<file path="src/rtl/multicycle_ctrl_fsm.sv">
// ---------------------------------------------------------------------------
// multicycle_ctrl_fsm
//
// Multi-cycle sequencer for the 16-bit CPU. Each instruction is stepped
// through IDLE/FETCH/DECODE/EXEC/MEM/WB. The datapath controls are decoded
// combinationally from the state register, the IR opcode, MemReady and Zero.
// The shared instruction/data memory is handshaken through MemReady. A wait
// counter bounds every FETCH or MEM access to MEM_TIMEOUT cycles.
//
// Build option: define ILLEGAL_TRAP_EN to send illegal opcodes to HALT, where
// the FSM stays until Reset. When the macro is undefined, illegal opcodes
// behave as a NOP.
//
// Parameters
//   MEM_TIMEOUT  maximum number of MemReady wait cycles (1 .. 2^CNT_W-1)
//   CNT_W        width of the wait counter
//
// Ports
//   Clock     in   rising-edge clock
//   Reset     in   asynchronous, active-high reset
//   OPCODE    in   IR[15:12], stable from DECODE until the next FETCH
//   Zero      in   ALU zero flag
//   MemReady  in   memory access completes this cycle
//   IorD      out  0: PC addresses memory, 1: ALUOut addresses memory
//   IRWrite   out  load IR
//   PCWrite   out  load PC
//   PCSrc     out  0: PC+2, 1: branch target
//   RegDst    out  1: rd, 0: rt
//   AluSrc    out  1: immediate, 0: register
//   AluOp     out  00 add, 01 sub/compare, 10 R-funct, 11 I-arith
//   MemRead   out  memory read strobe
//   MemWrite  out  memory write strobe
//   MemToReg  out  write-back from MDR
//   RegWrite  out  register file write enable
//   MemErr    out  registered one-cycle pulse on a wait timeout
//   State     out  current state code, for debug
// ---------------------------------------------------------------------------
module multicycle_ctrl_fsm #(
    parameter int MEM_TIMEOUT = 15,
    parameter int CNT_W       = 4
) (
    input  logic       Clock,
    input  logic       Reset,
    input  logic [3:0] OPCODE,
    input  logic       Zero,
    input  logic       MemReady,
    output logic       IorD,
    output logic       IRWrite,
    output logic       PCWrite,
    output logic       PCSrc,
    output logic       RegDst,
    output logic       AluSrc,
    output logic [1:0] AluOp,
    output logic       MemRead,
    output logic       MemWrite,
    output logic       MemToReg,
    output logic       RegWrite,
    output logic       MemErr,
    output logic [2:0] State
);

    localparam logic [2:0] S_IDLE   = 3'd0;
    localparam logic [2:0] S_FETCH  = 3'd1;
    localparam logic [2:0] S_DECODE = 3'd2;
    localparam logic [2:0] S_EXEC   = 3'd3;
    localparam logic [2:0] S_MEM    = 3'd4;
    localparam logic [2:0] S_WB     = 3'd5;
    localparam logic [2:0] S_HALT   = 3'd6;

    // A wait cycle that finds the counter at this value is the
    // MEM_TIMEOUT-th consecutive cycle without MemReady.
    localparam logic [CNT_W-1:0] CNT_LAST = CNT_W'(MEM_TIMEOUT - 1);

    logic [2:0]       nextState;
    logic [CNT_W-1:0] waitCnt;
    logic [CNT_W-1:0] waitCntNext;
    logic             waiting;
    logic             timeout;
    logic             isRType;
    logic             isIArith;
    logic             isLw;
    logic             isSw;
    logic             isBeq;

    always_comb begin
        isRType  = 1'b0;
        isIArith = 1'b0;
        isLw     = 1'b0;
        isSw     = 1'b0;
        isBeq    = 1'b0;
        case (OPCODE)
            4'b0000, 4'b0001, 4'b0010: isRType  = 1'b1;
            4'b1001, 4'b1010, 4'b1011: isIArith = 1'b1;
            4'b1100:                   isLw     = 1'b1;
            4'b1101:                   isSw     = 1'b1;
            4'b1111:                   isBeq    = 1'b1;
            default:                   ;
        endcase
    end

    assign waiting = ((State == S_FETCH) || (State == S_MEM)) && !MemReady;
    // A MemReady that arrives on the last allowed cycle wins over the timeout.
    assign timeout = waiting && (waitCnt == CNT_LAST);

    always_comb begin
        nextState = S_IDLE;
        case (State)
            S_IDLE:   nextState = S_FETCH;
            // A FETCH timeout simply retries. The PC is untouched because
            // PCWrite requires MemReady.
            S_FETCH:  nextState = MemReady ? S_DECODE : S_FETCH;
            S_DECODE: nextState = S_EXEC;
            S_EXEC: begin
                if (isRType || isIArith)
                    nextState = S_WB;
                else if (isLw || isSw)
                    nextState = S_MEM;
                else if (isBeq)
                    nextState = S_FETCH;
                else
`ifdef ILLEGAL_TRAP_EN
                    nextState = S_HALT;
`else
                    nextState = S_FETCH;
`endif
            end
            S_MEM: begin
                if (MemReady)
                    nextState = isLw ? S_WB : S_FETCH;
                else if (timeout)
                    nextState = S_FETCH;
                else
                    nextState = S_MEM;
            end
            S_WB:     nextState = S_FETCH;
`ifdef ILLEGAL_TRAP_EN
            S_HALT:   nextState = S_HALT;
`else
            S_HALT:   nextState = S_IDLE;
`endif
            default:  nextState = S_IDLE;
        endcase
    end

    // Any state change or timeout restarts the count, so FETCH and MEM always
    // begin with a cleared counter.
    always_comb begin
        waitCntNext = waitCnt;
        if (timeout || (nextState != State))
            waitCntNext = '0;
        else if (waiting)
            waitCntNext = waitCnt + CNT_W'(1);
    end

    always_ff @(posedge Clock or posedge Reset) begin
        if (Reset) begin
            State   <= S_IDLE;
            waitCnt <= '0;
            MemErr  <= 1'b0;
        end else begin
            State   <= nextState;
            waitCnt <= waitCntNext;
            MemErr  <= timeout;
        end
    end

    always_comb begin
        IorD     = 1'b0;
        IRWrite  = 1'b0;
        PCWrite  = 1'b0;
        PCSrc    = 1'b0;
        RegDst   = 1'b0;
        AluSrc   = 1'b0;
        AluOp    = 2'b00;
        MemRead  = 1'b0;
        MemWrite = 1'b0;
        MemToReg = 1'b0;
        RegWrite = 1'b0;
        case (State)
            S_FETCH: begin
                MemRead = 1'b1;
                IRWrite = MemReady;
                PCWrite = MemReady;
            end
            S_DECODE: begin
                // The ALU precomputes the branch target while decoding.
                AluSrc = 1'b1;
            end
            S_EXEC: begin
                if (isRType) begin
                    AluOp = 2'b10;
                end else if (isIArith) begin
                    AluSrc = 1'b1;
                    AluOp  = 2'b11;
                end else if (isLw || isSw) begin
                    AluSrc = 1'b1;
                end else if (isBeq) begin
                    AluOp   = 2'b01;
                    PCSrc   = 1'b1;
                    PCWrite = Zero;
                end
            end
            S_MEM: begin
                IorD     = 1'b1;
                MemRead  = isLw;
                MemWrite = isSw;
            end
            S_WB: begin
                RegWrite = 1'b1;
                RegDst   = isRType;
                MemToReg = isLw;
            end
            default: ;
        endcase
    end

endmodule

</file>
<file path="config.mk">
export PLATFORM = sky130hd
export DESIGN_NAME = multicycle_ctrl_fsm
export DESIGN_NICKNAME = d
export VERILOG_FILES = /design/src/rtl/multicycle_ctrl_fsm.sv
export SDC_FILE = /design/constraint.sdc
export NUM_CORES = 1
export LEC_CHECK = 0
export CORE_MARGIN = 2
export CORE_UTILIZATION = 39
export CTS_CLUSTER_DIAMETER = 150
export DETAILED_ROUTE_END_ITERATION = 10
export PLACE_DENSITY = 0.74
export SYNTH_ARGS = -nofsm -noshare
export SYNTH_HDL_FRONTEND = slang
export SYNTH_SLANG_ARGS = --single-unit
</file>
<file path="constraint.sdc">
create_clock -name Clock -period 1.3 [get_ports Clock]
set_input_delay 0.13 -clock Clock [delete_from_list [all_inputs] [get_ports Clock]]
set_output_delay 0.13 -clock Clock [all_outputs]
set_load 0.05 [all_outputs]
</file>
==> results of run 1 <==
[logic make-up after synthesis]
kind of cell	count (synthesis)
xor gates and xnor gates	4
adders and majority gates	2
DFF	8
AOI/OAI and AO/OA	19
buffers and inverters	11
and+or+nand+nor	40
muxes	1
[stage by stage]
stage          utilization  setup WS (ns)
2_1_floorplan            -         -0.476
3_3_place_gp         0.805         -0.371
3_5_place_dp         0.805         -0.403
4_1_cts              0.936         -0.391
[timing repair]
action,in CTS
setup buffers,11
resized for setup,27
hold endpoints to repair,0
pin swaps,12
gates cloned,0
setup endpoints to repair,17
==> results.tsv, run 1 <==
stage	metric	value	unit
placement	place_inst	150	
synth	synthAdderAreaFrac	0.0366	
clocking	cts.sinks	8	
synth	async_flop_share	1.00	
global_routing	grt_max_degree	9	
synth	synth_seq_cells	8	
synth	synth_largest_area_cell	dfrtp_1	
placement	dpl_cell_area	1360	um2
clocking	cts_hold_buf	0	
floorplanning	rows	15	
clocking	htree_levels	1	
placement	hpwlAfterDp	1.65	mm
clocking	cts_made_buffers	3	
synth	yosysWarningCount	0	
synth	synthesis.nets	95	
floorplanning	start_util	0.404	
placement	gp_congestion	0.847	
synth	muxShareOfSynthArea	0.0147	
clocking	clock_path_buffers	2	
synth	ys.flop_type	dfrtp_1	
synth	synthXorXnorAreaFrac	0.0623	
synth	synth-simple-area-share	0.321	
synth	synth_cell_types	38	
synth	seq_area_frac_synth	0.293	
timing	endpoint_type	top-level output	
synth	synthDominantCellAreaShare	0.293	
synth	ys_top_cells_by_area	dfrtp_1 29%, a21oi_1 5.1%, nand2_1 4.4%	
outcome	status	did not finish	
floorplanning	die-width	45.9	um
synth	syn_avg_cell_area	8.04	um2
synth	synth_compound_area_frac	0.185	
floorplanning	die_h	45.9	um
synth	synth_top_family_by_area	simple AND/OR/NAND/NOR gates	
synth	synth-edff-count	0	
outcome	tool.error	[ERROR DPL-0038] Utilization greater than 100%, impossible to legalize	
clocking	clockRootBuffer	clkbuf_4	
synth	synth_common_cells	8 x dfrtp_1, 8 x nand2_1, 7 x a21oi_1, 7 x nor2_1, 5 x inv_1	
timing	crit_endpoint	MemRead	
placement	io_buffers	23	
synth	synthesis.instances	85	
synth	netlist_area	683	um2
floorplanning	ioPinCount	24	
outcome	lastStage	global routing	
==> run 2: changes to the inputs <==
Settings changed: CORE_AREA set to 2 2 63 65, CORE_MARGIN 2 to unset, CORE_UTILIZATION 39 to unset, CTS_CLUSTER_DIAMETER 150 to unset, DIE_AREA set to 0 0 65 67, PLACE_DENSITY 0.74 to unset, PLACE_DENSITY_LB_ADDON set to 0.15.
Clock period 1.3 ns to 1.7 ns, I/O delays scaled along.
==> run 2 against run 1 <==
The run now ends clean. Area after synthesis is the same. Synthesized cell count did not move.
==> results.tsv, run 2 <==
stage	metric	value	unit	change
power_and_ir_drop	p_int	1.03	mW	
synth	async_flop_share	1.00		unchanged
timing	maxSlewViolCount	0		
clocking	clockRootBuffer	clkbuf_8		
power_and_ir_drop	pwr-share-comb	0.719		
synth	synthXorXnorAreaFrac	0.0623		unchanged
critical_path	r2r_start	State[0]		
synth	synthesis.nets	95		unchanged
final_layout	final_cell_mix	24 x buf_4, 12 x buf_12, 6 x nand2_1, 6 x a21oi_1		
critical_path	startpoint	State[0]		
critical_path	cp-end-kind	primary output		
final_layout	final_area	1350	um2	
power_and_ir_drop	pwr-share-seq	0.157		
global_routing	antenna_found_initial	0		
timing	setup_viol	0		
final_layout	largest_register_ffs	4		
final_layout	drive_above_1_share	0.477		
job	drv_cap	0		
final_layout	regMostFlops	waitCnt		
clocking	cts_made_buffers	3		unchanged
global_routing	grt_pass1_vias	768		
synth	ys_top_cells_by_area	dfrtp_1 29%, a21oi_1 5.1%, nand2_1 4.4%		
final_layout	final_common_cell	buf_4		
floorplanning	die_h	67	um	+46%
power_and_ir_drop	p_switching	0.882	mW	
final_layout	syn_to_final_growth	97.4	%	
timing	relSlewSlack	0.673		
timing	period_minus_slack	1.68	ns	
timing	fmax	596	MHz	
clocking	clock_path_buffers	2		unchanged
timing	hold_viol	0		
power_and_ir_drop	powerDensity	1420	nW/um2	
clocking	htree_levels	1		unchanged
route	wl_per_cell	11.8	um	
critical_path	critical_path_required	1.53	ns	
final_layout	nets	139		
placement	dp_slack	-0.0651	ns	+0.338 ns
power_and_ir_drop	pwr-share-clk	0.124		
critical_path	cp-start-kind	flop		
critical_path	cp_data_arrival_time	1.51	ns	
synth	yosysWarningCount	0		unchanged
power_and_ir_drop	ir_drop	0.000678	V	
synth	synth_common_cells	8 x dfrtp_1, 8 x nand2_1, 7 x a21oi_1, 7 x nor2_1, 5 x inv_1		
synth	netlist_area	683	um2	unchanged
timing	skew	0.00507	ns	
synth	muxShareOfSynthArea	0.0147		unchanged
critical_path	path_class	reg -> out		
route	drcViolationCount	0		
route	num_vias	742		
global_routing	grt_first_pass_wirelength	3.54	mm	
synth	synth_cell_types	38		unchanged
final_layout	post-route-util	0.374		
timing	whs	0.182	ns	
route	drt_pre_antenna_iters	4		
synth	synth_top_family_by_area	simple AND/OR/NAND/NOR gates		
synth	synthesis.instances	85		unchanged
route	drtIter0Drc	5		
clocking	tritoncts	built		
global_routing	grt_overflow_total	0		
synth	synth_compound_area_frac	0.185		unchanged
final_layout	reg.largest.list	waitCnt: 4 flops, State: 3 flops, MemErr: 1 flops		
synth	seq_area_frac_synth	0.293		unchanged
placement	gp_congestion	0.787		-7.0%
power_and_ir_drop	p_leak	0.600	nW	
outcome	status	finished, final reports clean		
timing	final.setup.worst_slack	0.0232	ns	
synth	synth_seq_cells	8		unchanged
placement	dpl_cell_area	1210	um2	-11%
critical_path	cpMaxStageDelayCell	or4_4		
floorplanning	die-width	65	um	+42%
critical_path	path_cells	or4_4 > a21oi_4 > buf_12		
synth	synth_largest_area_cell	dfrtp_1		
timing	tightestPinTransition	0.489	ns	
floorplanning	start_util	0.189		-0.215
placement	hpwlAfterDp	1.67	mm	+1.3%
synth	synthDominantCellAreaShare	0.293		unchanged
floorplanning	die-area	4360	um2	
global_routing	grtUsageTotal	0.109		
final_layout	diodes	0		
placement	io_buffers	23		unchanged
synth	ys.flop_type	dfrtp_1		
floorplanning	core_area	3610	um2	
floorplanning	ioPinCount	24		unchanged
synth	synth-simple-area-share	0.321		unchanged
route	route.final.wire_length	2.07	mm	
clocking	cts.sinks	8		unchanged
timing	rsz0062_at_grt	yes		
power_and_ir_drop	switching_share	0.461		
route	ant_nets	0		
clocking	clkTransAtPathRegs	0.04	ns	
hold_path	hp-class	in -> async		
clocking	worst_skew_pair.late_latency	0.23	ns	
critical_path	path_max_fanout	5		
route	routed_via_density	4.22		
floorplanning	rows	22		+7
synth	syn_avg_cell_area	8.04	um2	unchanged
timing	fin_crit_sh	0.986		
critical_path	critPathMaxStageDelay	0.54	ns	
synth	synthAdderAreaFrac	0.0366		unchanged
synth	synth-edff-count	0		unchanged
global_routing	grt_max_degree	9		
run 2: cell counts after synthesis:
No cell type changed its count.
run 2: power by group through the flow:
stage	registers (mW)	logic [mW]	clock network, mW
2_1_floorplan	0.367	0.738	0
3_3_place_gp	0.336	1.20	0
3_5_place_dp	0.339	1.20	0
4_1_cts	0.300	1.34	0.245
5_1_grt	0.312	1.46	0.251
6_report	0.300	1.37	0.237
run 2: kinds of logic after synthesis:
kind of cell	Yosys count
DFF	8
muxes	1
buffers and inverters	11
and+or+nand+nor	40
AOI/OAI and AO/OA	19
xor gates and xnor gates	4
adders and majority gates	2
run 2: area by class of cell:
cell class | instances | area [um2]
Sequential cell | 8 | 204
Inverter | 6 | 25.0
Fill cell | 378 | 2260
Timing Repair Buffer | 44 | 495
Clock buffer | 4 | 45.0
Tap cell | 48 | 60.1
Multi-Input combinational cell | 66 | 519
run 2: worst max-delay path: cells and delay by family, from the launching register on:
| kind | cells | cell delay (ns) |
|---|---|---|
| buffers and inverters | 1 | 0.15 |
| DFF | 1 | 0.44 |
| and+or+nand+nor | 1 | 0.54 |
| AOI/OAI and AO/OA | 1 | 0.16 |
run 2: metal layers:
metal,track usage,part of all wire
met5,0,0
met3,0.0253,0.057
met1,0.120,0.42
met2,0.193,0.50
met4,0.0559,0.021
run 2: final timing paths:
path	endpoint	slack [ns]	depth (start not counted)
max	MemRead	0.02	3
min	MemErr	0.18	2
max reg2reg	waitCnt[1]	0.12	6
min reg2reg	waitCnt[1]	0.58	2
max in group asynchronous	State[0]	1.26	2
min in group Clock	waitCnt[1]	0.58	2
run 2: stage by stage:
step,cells,TNS (ns),power (mW)
after floorplan,85,-0.495,1.11
after global placement,163,-0.209,1.53
after detailed placement,163,-0.283,1.54
after CTS,172,-0.0180,1.88
after global routing,176,-0.0865,2.03
final,176,0,1.91
run 2: repair_timing:
| item | CTS | global route |
|---|---|---|
| setup endpoints to repair | 4 | 9 |
| resized for setup | 4 | 2 |
| pin swaps | 3 | 5 |
| gates cloned | 0 | 0 |
| buffers inserted | 5 | 4 |
| hold buffers | 0 | 0 |
Note: power is estimated with default switching activity, not from simulation.
==> run 3: changes to the inputs <==
Settings changed: CORE_AREA 2 2 63 65 to 10 10 71 73, DIE_AREA 0 0 65 67 to 0 0 81 83.
==> run 3 against run 2 <==
The flow now finishes with violations (negative setup slack). Combinational power is essentially flat. Via count shrank 0.13%. Utilization grew 0.16 points. Final cell count shrank 0.57%. Global-route usage shrank 4.0 points. Die area grew 54%. Setup slack lost 0.045 ns. First-iteration DRC count grew to 3.6 times the previous value. Total power grew 0.78%. Hold slack gained 0.0094 ns. Fmax shrank 2.6%. Flip-flop and latch count is the same. Critical path type unchanged. Critical endpoint unchanged. Highest routed layer is now met3.
==> results.tsv, run 3 (synthesized netlist as in run 2, its figures left out) <==
stage	metric	value	unit	change
final_layout	final_cell_mix	24 x buf_4, 12 x buf_12, 6 x nand2_1		
power_and_ir_drop	pwr-share-clk	0.124		about the same
final_layout	diodes	0		unchanged
clocking	clock_path_buffers	2		unchanged
final_layout	nets	138		-0.72%
critical_path	critPathMaxStageDelay	0.56	ns	+0.02 ns
power_and_ir_drop	ir_drop	0.000778	V	+15%
route	drcViolationCount	0		unchanged
critical_path	path_cells	or4_4 > a21oi_4 > buf_12		
power_and_ir_drop	powerDensity	1410	nW/um2	-0.42%
floorplanning	die-width	81	um	+25%
hold_path	hp-class	in -> async		
final_layout	stdcell_count	175		-0.57%
critical_path	cp-start-kind	flop		
timing	relSlewSlack	0.780		+0.107
timing	tightestPinTransition	0.320	ns	-0.168 ns
critical_path	critical_path_required	1.53	ns	about the same
global_routing	grtUsageTotal	0.0686		-0.0401
route	drt_pre_antenna_iters	4		unchanged
critical_path	cpMaxStageDelayCell	or4_4		
critical_path	rr_worst_depth	6		unchanged
placement	dpl_cell_area	1220	um2	+0.83%
floorplanning	start_util	0.188		-0.00144
clocking	worst_skew_pair.late_latency	0.23	ns	about the same
clocking	cts_made_buffers	3		unchanged
global_routing	grt_first_pass_wirelength	3.81	mm	+7.6%
final_layout	final_common_cell	buf_4		
power_and_ir_drop	p_leak	0.622	nW	+3.6%
job	drv_cap	0		unchanged
power_and_ir_drop	p_int	1.02	mW	-0.91%
placement	hpwlAfterDp	1.80	mm	+7.8%
clocking	tritoncts	built		
outcome	violations	negative setup slack		
global_routing	antenna_found_initial	0		unchanged
global_routing	grt_overflow_total	0		unchanged
floorplanning	rows	22		unchanged
timing	fin_crit_sh	1.01		+0.0264
route	routed_via_density	4.23		+0.44%
final_layout	drive_above_1_share	0.512		+0.0352
power_and_ir_drop	pwr-share-comb	0.718		about the same
route	wl_per_cell	12.8	um	+9.2%
critical_path	path_class	reg -> out		
critical_path	cp_data_arrival_time	1.55	ns	+0.04 ns
power_and_ir_drop	switching_share	0.470		+0.00901
route	num_vias	741		-0.13%
floorplanning	die-area	6720	um2	+54%
power_and_ir_drop	pwr-share-seq	0.158		about the same
floorplanning	die_h	83	um	+24%
route	drtIter0Drc	18		+13
global_routing	grt_max_degree	9		unchanged
final_layout	largest_register_ffs	4		unchanged
timing	rsz0062_at_grt	yes		
placement	io_buffers	23		unchanged
critical_path	r2r-end	waitCnt[1]		
critical_path	regToRegSetupSlack	0.13	ns	about the same
timing	setup_viol	1		+1
final_layout	final_area	1370	um2	+1.2%
critical_path	cp-end-kind	primary output		
power_and_ir_drop	p_switching	0.906	mW	+2.7%
final_layout	syn_to_final_growth	99.8	%	
final_layout	post-route-util	0.376		+0.00164
final_layout	reg.largest.list	waitCnt: 4 flops, State: 3 flops, MemErr: 1 flops		
critical_path	path_max_fanout	6		+1
timing	maxSlewViolCount	0		unchanged
placement	gp_congestion	0.779		-1.1%
clocking	cts.sinks	8		unchanged
final_layout	regMostFlops	waitCnt		
floorplanning	ioPinCount	24		unchanged
timing	final.setup.worst_slack	-0.0216	ns	-0.0448 ns
timing	period_minus_slack	1.72	ns	+0.0448 ns
critical_path	startpoint	State[0]		
clocking	clockRootBuffer	clkbuf_8		
clocking	htree_levels	1		unchanged
floorplanning	core_area	3630	um2	+0.76%
timing	fmax	581	MHz	-2.6%
clocking	clkTransAtPathRegs	0.04	ns	about the same
placement	place_inst	163		unchanged
route	ant_nets	0		unchanged
outcome	status	finished, violations left		
global_routing	grt_pass1_vias	775		+0.91%
timing	hold_viol	0		unchanged
route	route.final.wire_length	2.25	mm	+8.6%
critical_path	r2r_start	State[2]		
timing	skew	0.00628	ns	+0.00121 ns
==> run 3: metal layers <==
layer | track usage | wire [um] | vias to the layer above
met5 | 0 | 0 | -
met4 | 0.00469 | 0 | 0
met3 | 0.0291 | 127 | 0
met2 | 0.117 | 1130 | 17
met1 | 0.0796 | 992 | 350
li1 | - | - | 374
==> run 3: final cells by class <==
type                            count  area (um2)
Tap cell                           48        60.1
Sequential cell                     8         204
Timing Repair Buffer               43         493
Inverter                            6        25.0
Clock buffer                        4        45.0
Multi-Input combinational cell     66         538
Fill cell                         384        2270
==> run 3: power by group through the flow <==
stage,logic (mW),registers [mW],clock network (mW)
final,1.38,0.304,0.240
after global routing,1.47,0.313,0.266
after CTS,1.33,0.302,0.253
after detailed placement,1.22,0.339,0
after global placement,1.22,0.336,0
after floorplan,0.738,0.367,0
==> run 3: metrics by stage <==
step / worst slack, ns / hold WS, ns / total power [mW] / TNS (ns)
floorplan: -0.116 / -0.0145 / 1.11 / -0.495
global placement: -0.0619 / 0.449 / 1.56 / -0.294
detailed placement: -0.0767 / 0.454 / 1.56 / -0.319
CTS: -0.0231 / 0.203 / 1.89 / -0.0242
global route: -0.0659 / 0.224 / 2.05 / -0.0975
finish: -0.0216 / 0.192 / 1.93 / -0.0216
==> run 3: worst max-delay path by stage <==
| stage | end | cells past startpoint |
|---|---|---|
| 2_1_floorplan | RegDst | 5 |
| 3_3_place_gp | MemRead | 5 |
| 3_5_place_dp | MemRead | 5 |
| 4_1_cts | MemRead | 4 |
| 5_1_grt | MemRead | 3 |
| 6_report | MemRead | 3 |
==> run 3: repair_timing <==
item,CTS,global route
cloned,0,0
hold endpoints to repair,0,0
hold buffers,0,0
pin swaps,0,4
setup endpoints to repair,4,8
setup buffers,5,3
gates resized for setup,2,10
==> run 3: critical path, delay by kind of cell, from the launching register on <==
kind	cells	cell delay (ns)
simple gates	1	0.56
flops	1	0.44
compound gates	1	0.18
buf+inv	1	0.15
